### src/rtl/settings_bank_marine_radar_pkg.sv
// Shared definitions for the marine-radar settings bank.
//   - Default serial addresses of the bank and of its commit/control register.
//   - Bit positions of the commands in the commit register.
//   - FSM state encoding (SB_IDLE / SB_ARMED).
//   - Helper that resolves one commit-register write into a single command.
package settings_bank_marine_radar_pkg;

    localparam logic [6:0] FR_SETTINGS_BANK_BASE   = 7'd32;
    localparam logic [6:0] FR_SETTINGS_BANK_COMMIT = 7'd31;

    localparam int SB_COMMIT_NOW      = 0;
    localparam int SB_COMMIT_ARM      = 1;
    localparam int SB_COMMIT_DISCARD  = 2;
    localparam int SB_COMMIT_DEFAULTS = 31;

    typedef enum logic {
        SB_IDLE  = 1'b0,
        SB_ARMED = 1'b1
    } sb_state_t;

    typedef struct packed {
        logic defaults;
        logic discard;
        logic now;
        logic arm;
    } sb_cmd_t;

    // At most one field is set. Priority: DEFAULTS > DISCARD > NOW > ARM.
    function automatic sb_cmd_t sb_decode_cmd(input logic wr, input logic [31:0] data);
        sb_cmd_t cmd;
        cmd          = '0;
        cmd.defaults = wr && data[SB_COMMIT_DEFAULTS];
        cmd.discard  = wr && data[SB_COMMIT_DISCARD] && !cmd.defaults;
        cmd.now      = wr && data[SB_COMMIT_NOW] && !cmd.defaults && !cmd.discard;
        cmd.arm      = wr && data[SB_COMMIT_ARM] && !cmd.defaults && !cmd.discard && !cmd.now;
        return cmd;
    endfunction

endpackage

### src/rtl/settings_bank_marine_radar_slot.sv
// One double-buffered setting register.
// Ports:
//   master_clk, reset_n  clock, asynchronous active-low reset
//   wr_en, wr_data       serial write into the shadow copy (marks it dirty)
//   commit               copy shadow to active if dirty
//   load_default         force shadow and active to DEFAULT
//   discard              revert shadow to active
//   active               committed value
//   dirty, dirty_nxt     dirty flag and its next-cycle value
//   changed              one-cycle pulse when active is updated
module settings_bank_marine_radar_slot #(
    parameter int               WIDTH   = 32,
    parameter logic [WIDTH-1:0] DEFAULT = '0
) (
    input  logic             master_clk,
    input  logic             reset_n,
    input  logic             wr_en,
    input  logic [WIDTH-1:0] wr_data,
    input  logic             commit,
    input  logic             load_default,
    input  logic             discard,
    output logic [WIDTH-1:0] active,
    output logic             dirty,
    output logic             dirty_nxt,
    output logic             changed
);

    logic [WIDTH-1:0] shadow;

    // A write landing in the same cycle as a commit re-dirties the slot.
    always_comb begin
        dirty_nxt = dirty;
        if (load_default || discard) begin
            dirty_nxt = 1'b0;
        end else begin
            if (commit) dirty_nxt = 1'b0;
            if (wr_en)  dirty_nxt = 1'b1;
        end
    end

    always_ff @(posedge master_clk or negedge reset_n) begin
        if (!reset_n) begin
            active  <= DEFAULT;
            shadow  <= DEFAULT;
            dirty   <= 1'b0;
            changed <= 1'b0;
        end else begin
            changed <= 1'b0;
            dirty   <= dirty_nxt;
            if (load_default) begin
                active  <= DEFAULT;
                shadow  <= DEFAULT;
                changed <= (active != DEFAULT);
            end else if (discard) begin
                shadow <= active;
            end else begin
                // Commit takes the pre-write shadow value.
                if (commit && dirty) begin
                    active  <= shadow;
                    changed <= 1'b1;
                end
                if (wr_en) shadow <= wr_data;
            end
        end
    end

endmodule

### src/rtl/settings_bank_marine_radar.sv
// Bank of N_REGS double-buffered radar setting registers on the serial bus.
// Writes to BASE_ADDR+i land in shadow copies; a write to COMMIT_ADDR commits
// immediately (NOW), arms a commit for the next sync_pulse (ARM), reverts the
// shadows (DISCARD) or restores DEFAULTS, so settings only change between sweeps.
// Ports:
//   master_clk, reset_n                    clock, asynchronous active-low reset
//   serial_addr/data/strobe                serial write bus
//   sync_pulse                             sweep boundary, lands an armed commit
//   settings                               active values, reg i at [i*WIDTH +: WIDTH]
//   changed                                per-register one-cycle update pulse
//   pending                                some shadow register is uncommitted
//   armed                                  commit waiting for sync_pulse
//   rb_addr, rb_data                       readback, one-cycle latency
//                                          (only with SETTINGS_BANK_READBACK_EN)
//
// state    | meaning
// SB_IDLE  | no commit scheduled
// SB_ARMED | commit fires on the next sync_pulse
module settings_bank_marine_radar
    import settings_bank_marine_radar_pkg::*;
#(
    parameter logic [6:0]              BASE_ADDR   = FR_SETTINGS_BANK_BASE,
    parameter int                      N_REGS      = 16,
    parameter int                      WIDTH       = 32,
    parameter logic [6:0]              COMMIT_ADDR = FR_SETTINGS_BANK_COMMIT,
    parameter logic [N_REGS*WIDTH-1:0] DEFAULTS    = '0
) (
    input  logic                      master_clk,
    input  logic                      reset_n,
    input  logic [6:0]                serial_addr,
    input  logic [31:0]               serial_data,
    input  logic                      serial_strobe,
    input  logic                      sync_pulse,
`ifdef SETTINGS_BANK_READBACK_EN
    input  logic [6:0]                rb_addr,
    output logic [31:0]               rb_data,
`endif
    output logic [N_REGS*WIDTH-1:0]   settings,
    output logic [N_REGS-1:0]         changed,
    output logic                      pending,
    output logic                      armed
);

    generate
        if (N_REGS < 1 || N_REGS > 32 || WIDTH < 1 || WIDTH > 32) begin : g_bad_size
            $fatal(1, "settings_bank_marine_radar: N_REGS and WIDTH must be 1..32");
        end
        if (int'(COMMIT_ADDR) >= int'(BASE_ADDR) &&
            int'(COMMIT_ADDR) < int'(BASE_ADDR) + N_REGS) begin : g_bad_commit
            $fatal(1, "settings_bank_marine_radar: COMMIT_ADDR overlaps the register window");
        end
        if (int'(BASE_ADDR) + N_REGS > 128) begin : g_bad_range
            $fatal(1, "settings_bank_marine_radar: register window exceeds 7-bit address space");
        end
    endgenerate

    sb_state_t          state;
    sb_cmd_t            cmd;
    logic               sync_commit;
    logic               commit;
    logic [N_REGS-1:0]  dirty;
    logic [N_REGS-1:0]  dirty_nxt;

    assign cmd = sb_decode_cmd(serial_strobe && (serial_addr == COMMIT_ADDR), serial_data);

    // An ARM in the same cycle does not block a sync commit that is already armed.
    assign sync_commit = (state == SB_ARMED) && sync_pulse &&
                         !cmd.defaults && !cmd.discard && !cmd.now;
    assign commit      = cmd.now || sync_commit;

    always_ff @(posedge master_clk or negedge reset_n) begin
        if (!reset_n) begin
            state <= SB_IDLE;
        end else begin
            case (state)
                SB_IDLE:  if (cmd.arm) state <= SB_ARMED;
                SB_ARMED: if (cmd.defaults || cmd.discard || commit) state <= SB_IDLE;
                default:  state <= SB_IDLE;
            endcase
        end
    end

    assign armed = (state == SB_ARMED);

    always_ff @(posedge master_clk or negedge reset_n) begin
        if (!reset_n) pending <= 1'b0;
        else          pending <= |dirty_nxt;
    end

    for (genvar i = 0; i < N_REGS; i++) begin : g_slot
        localparam logic [6:0] SLOT_ADDR = 7'(int'(BASE_ADDR) + i);
        settings_bank_marine_radar_slot #(
            .WIDTH   (WIDTH),
            .DEFAULT (DEFAULTS[i*WIDTH +: WIDTH])
        ) u_slot (
            .master_clk   (master_clk),
            .reset_n      (reset_n),
            .wr_en        (serial_strobe && (serial_addr == SLOT_ADDR)),
            .wr_data      (serial_data[WIDTH-1:0]),
            .commit       (commit),
            .load_default (cmd.defaults),
            .discard      (cmd.discard),
            .active       (settings[i*WIDTH +: WIDTH]),
            .dirty        (dirty[i]),
            .dirty_nxt    (dirty_nxt[i]),
            .changed      (changed[i])
        );
    end

`ifdef SETTINGS_BANK_READBACK_EN
    logic [31:0] dirty_ext;
    logic [31:0] rb_next;

    assign dirty_ext = 32'(dirty);

    always_comb begin
        rb_next = '0;
        if (rb_addr == COMMIT_ADDR) begin
            rb_next = {armed, pending, 22'b0, dirty_ext[7:0]};
        end else begin
            for (int i = 0; i < N_REGS; i++) begin
                if (rb_addr == 7'(int'(BASE_ADDR) + i)) rb_next = 32'(settings[i*WIDTH +: WIDTH]);
            end
        end
    end

    always_ff @(posedge master_clk or negedge reset_n) begin
        if (!reset_n) rb_data <= '0;
        else          rb_data <= rb_next;
    end
`endif

endmodule

### config.mk
export PLATFORM = sky130hd
export DESIGN_NAME = settings_bank_marine_radar
export DESIGN_NICKNAME = d
export VERILOG_FILES = /design/src/rtl/settings_bank_marine_radar_pkg.sv /design/src/rtl/settings_bank_marine_radar_slot.sv /design/src/rtl/settings_bank_marine_radar.sv
export SDC_FILE = /design/constraint.sdc
export NUM_CORES = 2
export LEC_CHECK = 0
export CAP_MARGIN = 20
export CORE_AREA = 5 5 312 314
export CTS_CLUSTER_DIAMETER = 60
export DETAILED_ROUTE_END_ITERATION = 8
export DIE_AREA = 0 0 317 319
export HOLD_SLACK_MARGIN = 0.1
export PLACE_DENSITY_LB_ADDON = 0.2
export SYNTH_ARGS = -nofsm -noshare
export SYNTH_HDL_FRONTEND = slang
export SYNTH_SLANG_ARGS = --single-unit
export TNS_END_PERCENT = 20
### constraint.sdc
create_clock -name master_clk -period 2 [get_ports master_clk]
set_input_delay 0.4 -clock master_clk [delete_from_list [all_inputs] [get_ports master_clk]]
set_output_delay 0.4 -clock master_clk [all_outputs]
set_load 0.01 [all_outputs]
==> flow_metrics.py <==
metrics = {
    "timing": {
        "post-route-min-period_ns": 1.95,
        "drv_slew": 0,
        "rsz0062_at_grt": "false",
        "fmax_ghz": 0.514,
        "hold_viol_final": 0,
        "timing.slew.headroom": 0.598,
        "hold_slack_ns": 0.200,
        "tightest_slew_ns": 0.597,
        "worst_slack_ns": 0.0535,
        "finalCritPeriodShare": 0.973,
        "final-setup-viol-count": 0,
        "fin_skew_ns": 0.0204,
    },
    "place": {
        "gp_congestion": 0.862,
        "hpwl_um": 114000,
        "port_buffers": 572,
        "place_ws_ns": -0.515,
        "placed_cell_area_mm2": 0.0577,
    },
    "setup_path": {
        "rr_worst_depth": 5,
        "cp_slowest_cell": "clkdlybuf4s50_1",
        "path_depth": 1,
        "worstPathRequired_ns": 1.60,
        "r2r_start": "g_slot[4].u_slot.active[3]",
        "critical_path_class": "flip-flop to primary output",
        "r2r_end": "g_slot[4].u_slot.changed",
        "crit_chain": "clkdlybuf4s50_1",
        "path_buf_inv": 1,
        "crit_arrival_ns": 1.55,
        "worst_setup_path_end_kind": "primary output",
        "slowest_delay_ns": 0.54,
        "cpLargestDelayFamily": "buffers and inverters",
        "startpoint_type": "flip-flop",
        "cp_max_fo": 1,
        "reg2reg_slack_ns": 0.34,
    },
    "global_routing": {
        "grt_usage": 0.324,
        "grt_pass1_wl_um": 250000,
        "grt_pass1_vias": 37800,
        "grt_max_degree": 91,
        "grt.overflow.total": 0,
        "antenna_found_initial": 13,
    },
    "detailed_routing": {
        "wl_per_cell_um": 26.0,
        "vias_per_cell": 5.92,
        "vias": 38000,
        "drtIter0Drc": 4105,
        "drc": 0,
        "drt-total-wl_um": 167000,
        "ant_nets": 0,
        "firstDrtPassIters": 5,
    },
    "logic_synthesis": {
        "syn-cell-area_mm2": 0.0468,
        "syn_avg_cell_area_um2": 10.7,
        "syn-num-nets": 4404,
        "syn_inst": 4361,
        "yosysWarnings": 0,
        "ys_ff_latch": 1058,
        "synthDistinctLibCells": 32,
        "ys_seq_area_frac": 0.566,
    },
    "clocking": {
        "cts_tree": "yes",
        "clock_latency_ns": 0.69,
        "cts_sinks": 1058,
        "cts-root-buf": "clkbuf_16",
        "numCtsBuffers": 115,
        "htree_levels": 3,
        "clockBufferDepth": 3,
        "clk_pin_slew_ns": 0.06,
    },
    "floorplanning": {
        "die_h_um": 319,
        "floorplan.initialDensity": 0.496,
        "ios": 573,
        "die_width_um": 317,
        "rows": 113,
        "core_area_mm2": 0.0943,
        "die_area_mm2": 0.101,
    },
    "final_layout": {
        "drive_gt1_frac": 0.141,
        "syn_to_final_growth_pct": 30.5,
        "nets": 5105,
        "n_fill_cell": 7503,
        "fin_area_mm2": 0.0610,
    },
    "power": {
        "power_leakage_nw": 28.7,
        "ir_worst_vdd_mv": 0.678,
        "p_per_area_mw_per_mm2": 812,
    },
    "run": {
        "maxCapViolations": 0,
    },
    "min_path": {
        "hold_class": "input port to asynchronous set/reset pin",
    },
    "status": {
        "outcome": "finished clean",
    },
}
## cells by family after synthesis
family | synth area share
compound gates | 0.157
flops | 0.566
buf+inv | 0.0850
simple gates | 0.0757
mux | 0.116
## synth_stat cells, drive strengths merged
cell type | instances | area share
and2 | 5 | 0.00067
nor3 | 9 | 0.00096
a21boi | 1 | 0.00016
o211ai | 1 | 0.00027
a31oi | 30 | 0.0040
and4b | 2 | 0.00043
nor2b | 17 | 0.0023
clkbuf | 164 | 0.013
nor2 | 44 | 0.0035
o21ai | 33 | 0.0035
a32oi | 1 | 0.00035
nand4bb | 1 | 0.00024
dfrtp | 1058 | 0.57
o21bai | 16 | 0.0026
nand2b | 5 | 0.00067
inv | 542 | 0.044
o211a | 1 | 0.00021
a21o | 5 | 0.00080
mux2i | 544 | 0.12
nor4 | 138 | 0.018
nor4b | 1 | 0.00019
nand2 | 517 | 0.042
o2111a | 1 | 0.00024
nand3 | 1 | 0.00011
buf | 185 | 0.028
o2bb2ai | 480 | 0.090
nand4 | 33 | 0.0044
a21oi | 508 | 0.054
a32o | 1 | 0.00024
and3 | 17 | 0.0023
## per-layer routing
metal	share of wire	track usage	routed length, um	up-vias
li1	-	-	-	16500
met1	0.42	0.472	70600	19500
met2	0.45	0.493	75800	1742
met3	0.083	0.0585	13800	325
met4	0.039	0.115	6460	4
met5	0.00014	0	23	-
## stage by stage
| stage | util | TNS, ns | cells | power, mW |
|---|---|---|---|---|
| 3_3_place_gp | 0.612 | -437.19 | 6201 | 28.3 |
| 6_report | 0.647 | 0 | 6421 | 49.6 |
| 3_5_place_dp | 0.612 | -470.34 | 6201 | 28.5 |
| 4_1_cts | 0.647 | 0 | 6417 | 49.8 |
| 5_1_grt | 0.647 | 0 | 6417 | 51.3 |
| 2_1_floorplan | - | 0 | 4361 | 26.2 |
## area by class of cell
class	count	area, um^2	share of cell area
clock inverters	39	443	0.00726
clock buffers	168	3360	0.0550
inverters	542	2030	0.0333
multi-input cells	2412	16900	0.277
flip-flops and latches	1058	26600	0.436
well taps	1265	1580	0.0259
diodes	4	10.0	0.000164
repair buffers	933	10100	0.165
## placed cells by master (no fill, tap or decap), types with 17 or more instances in the layout
master / synthesis / layout
a21oi_1: 508 / 508
nor4_1: 138 / 138
buf_4: 26 / 177
clkdlybuf4s50_1: 0 / 49
nor2_1: 44 / 28
clkbuf_16: 0 / 116
dlygate4sd2_1: 0 / 519
nand2_1: 517 / 517
dfrtp_1: 1058 / 966
clkbuf_8: 0 / 26
inv_1: 542 / 542
o2bb2ai_1: 480 / 480
a31oi_4: 0 / 30
o21ai_0: 33 / 17
nand4_1: 33 / 33
mux2i_1: 544 / 544
clkbuf_1: 164 / 26
dfrtp_2: 0 / 92
buf_12: 0 / 183
## power by group
group          switching [mW]  internal [mW]  total [mW]  leakage (nW)
Combinational            2.35           2.03        4.38          12.7
Clock                    8.98           12.4        21.4          1.85
Sequential              0.893           22.9        23.8          14.2
## how the worst max path moves through the flow
stage                              startpoint                      endpoint  slack (ns)
finish              g_slot[15].u_slot.changed                   changed[15]        0.05
global route                            armed                         armed       0.005
CTS                  g_slot[0].u_slot.changed                    changed[0]       0.005
detailed placement             serial_addr[0]  g_slot[10].u_slot.active[24]       -0.51
global placement               serial_addr[5]  g_slot[14].u_slot.shadow[30]       -0.47
floorplan                      serial_addr[1]      g_slot[0].u_slot.changed        0.11
## repair_timing
action	CTS	global route
setup endpoints to repair	519	1
pin swaps	0	0
hold endpoints to repair	386	0
hold buffers	1	0
gates cloned	0	0
gates resized for setup	611	1
buffers inserted	8	0
## sequential cells by signal, indices dropped and copies added, names as in the netlist
register and count:
g_slot.u_slot.changed 16, g_slot.u_slot.shadow 512, armed 1, g_slot.u_slot.dirty 16, pending 1, g_slot.u_slot.active 512
No activity file was read; power rests on OpenSTA's default activity.
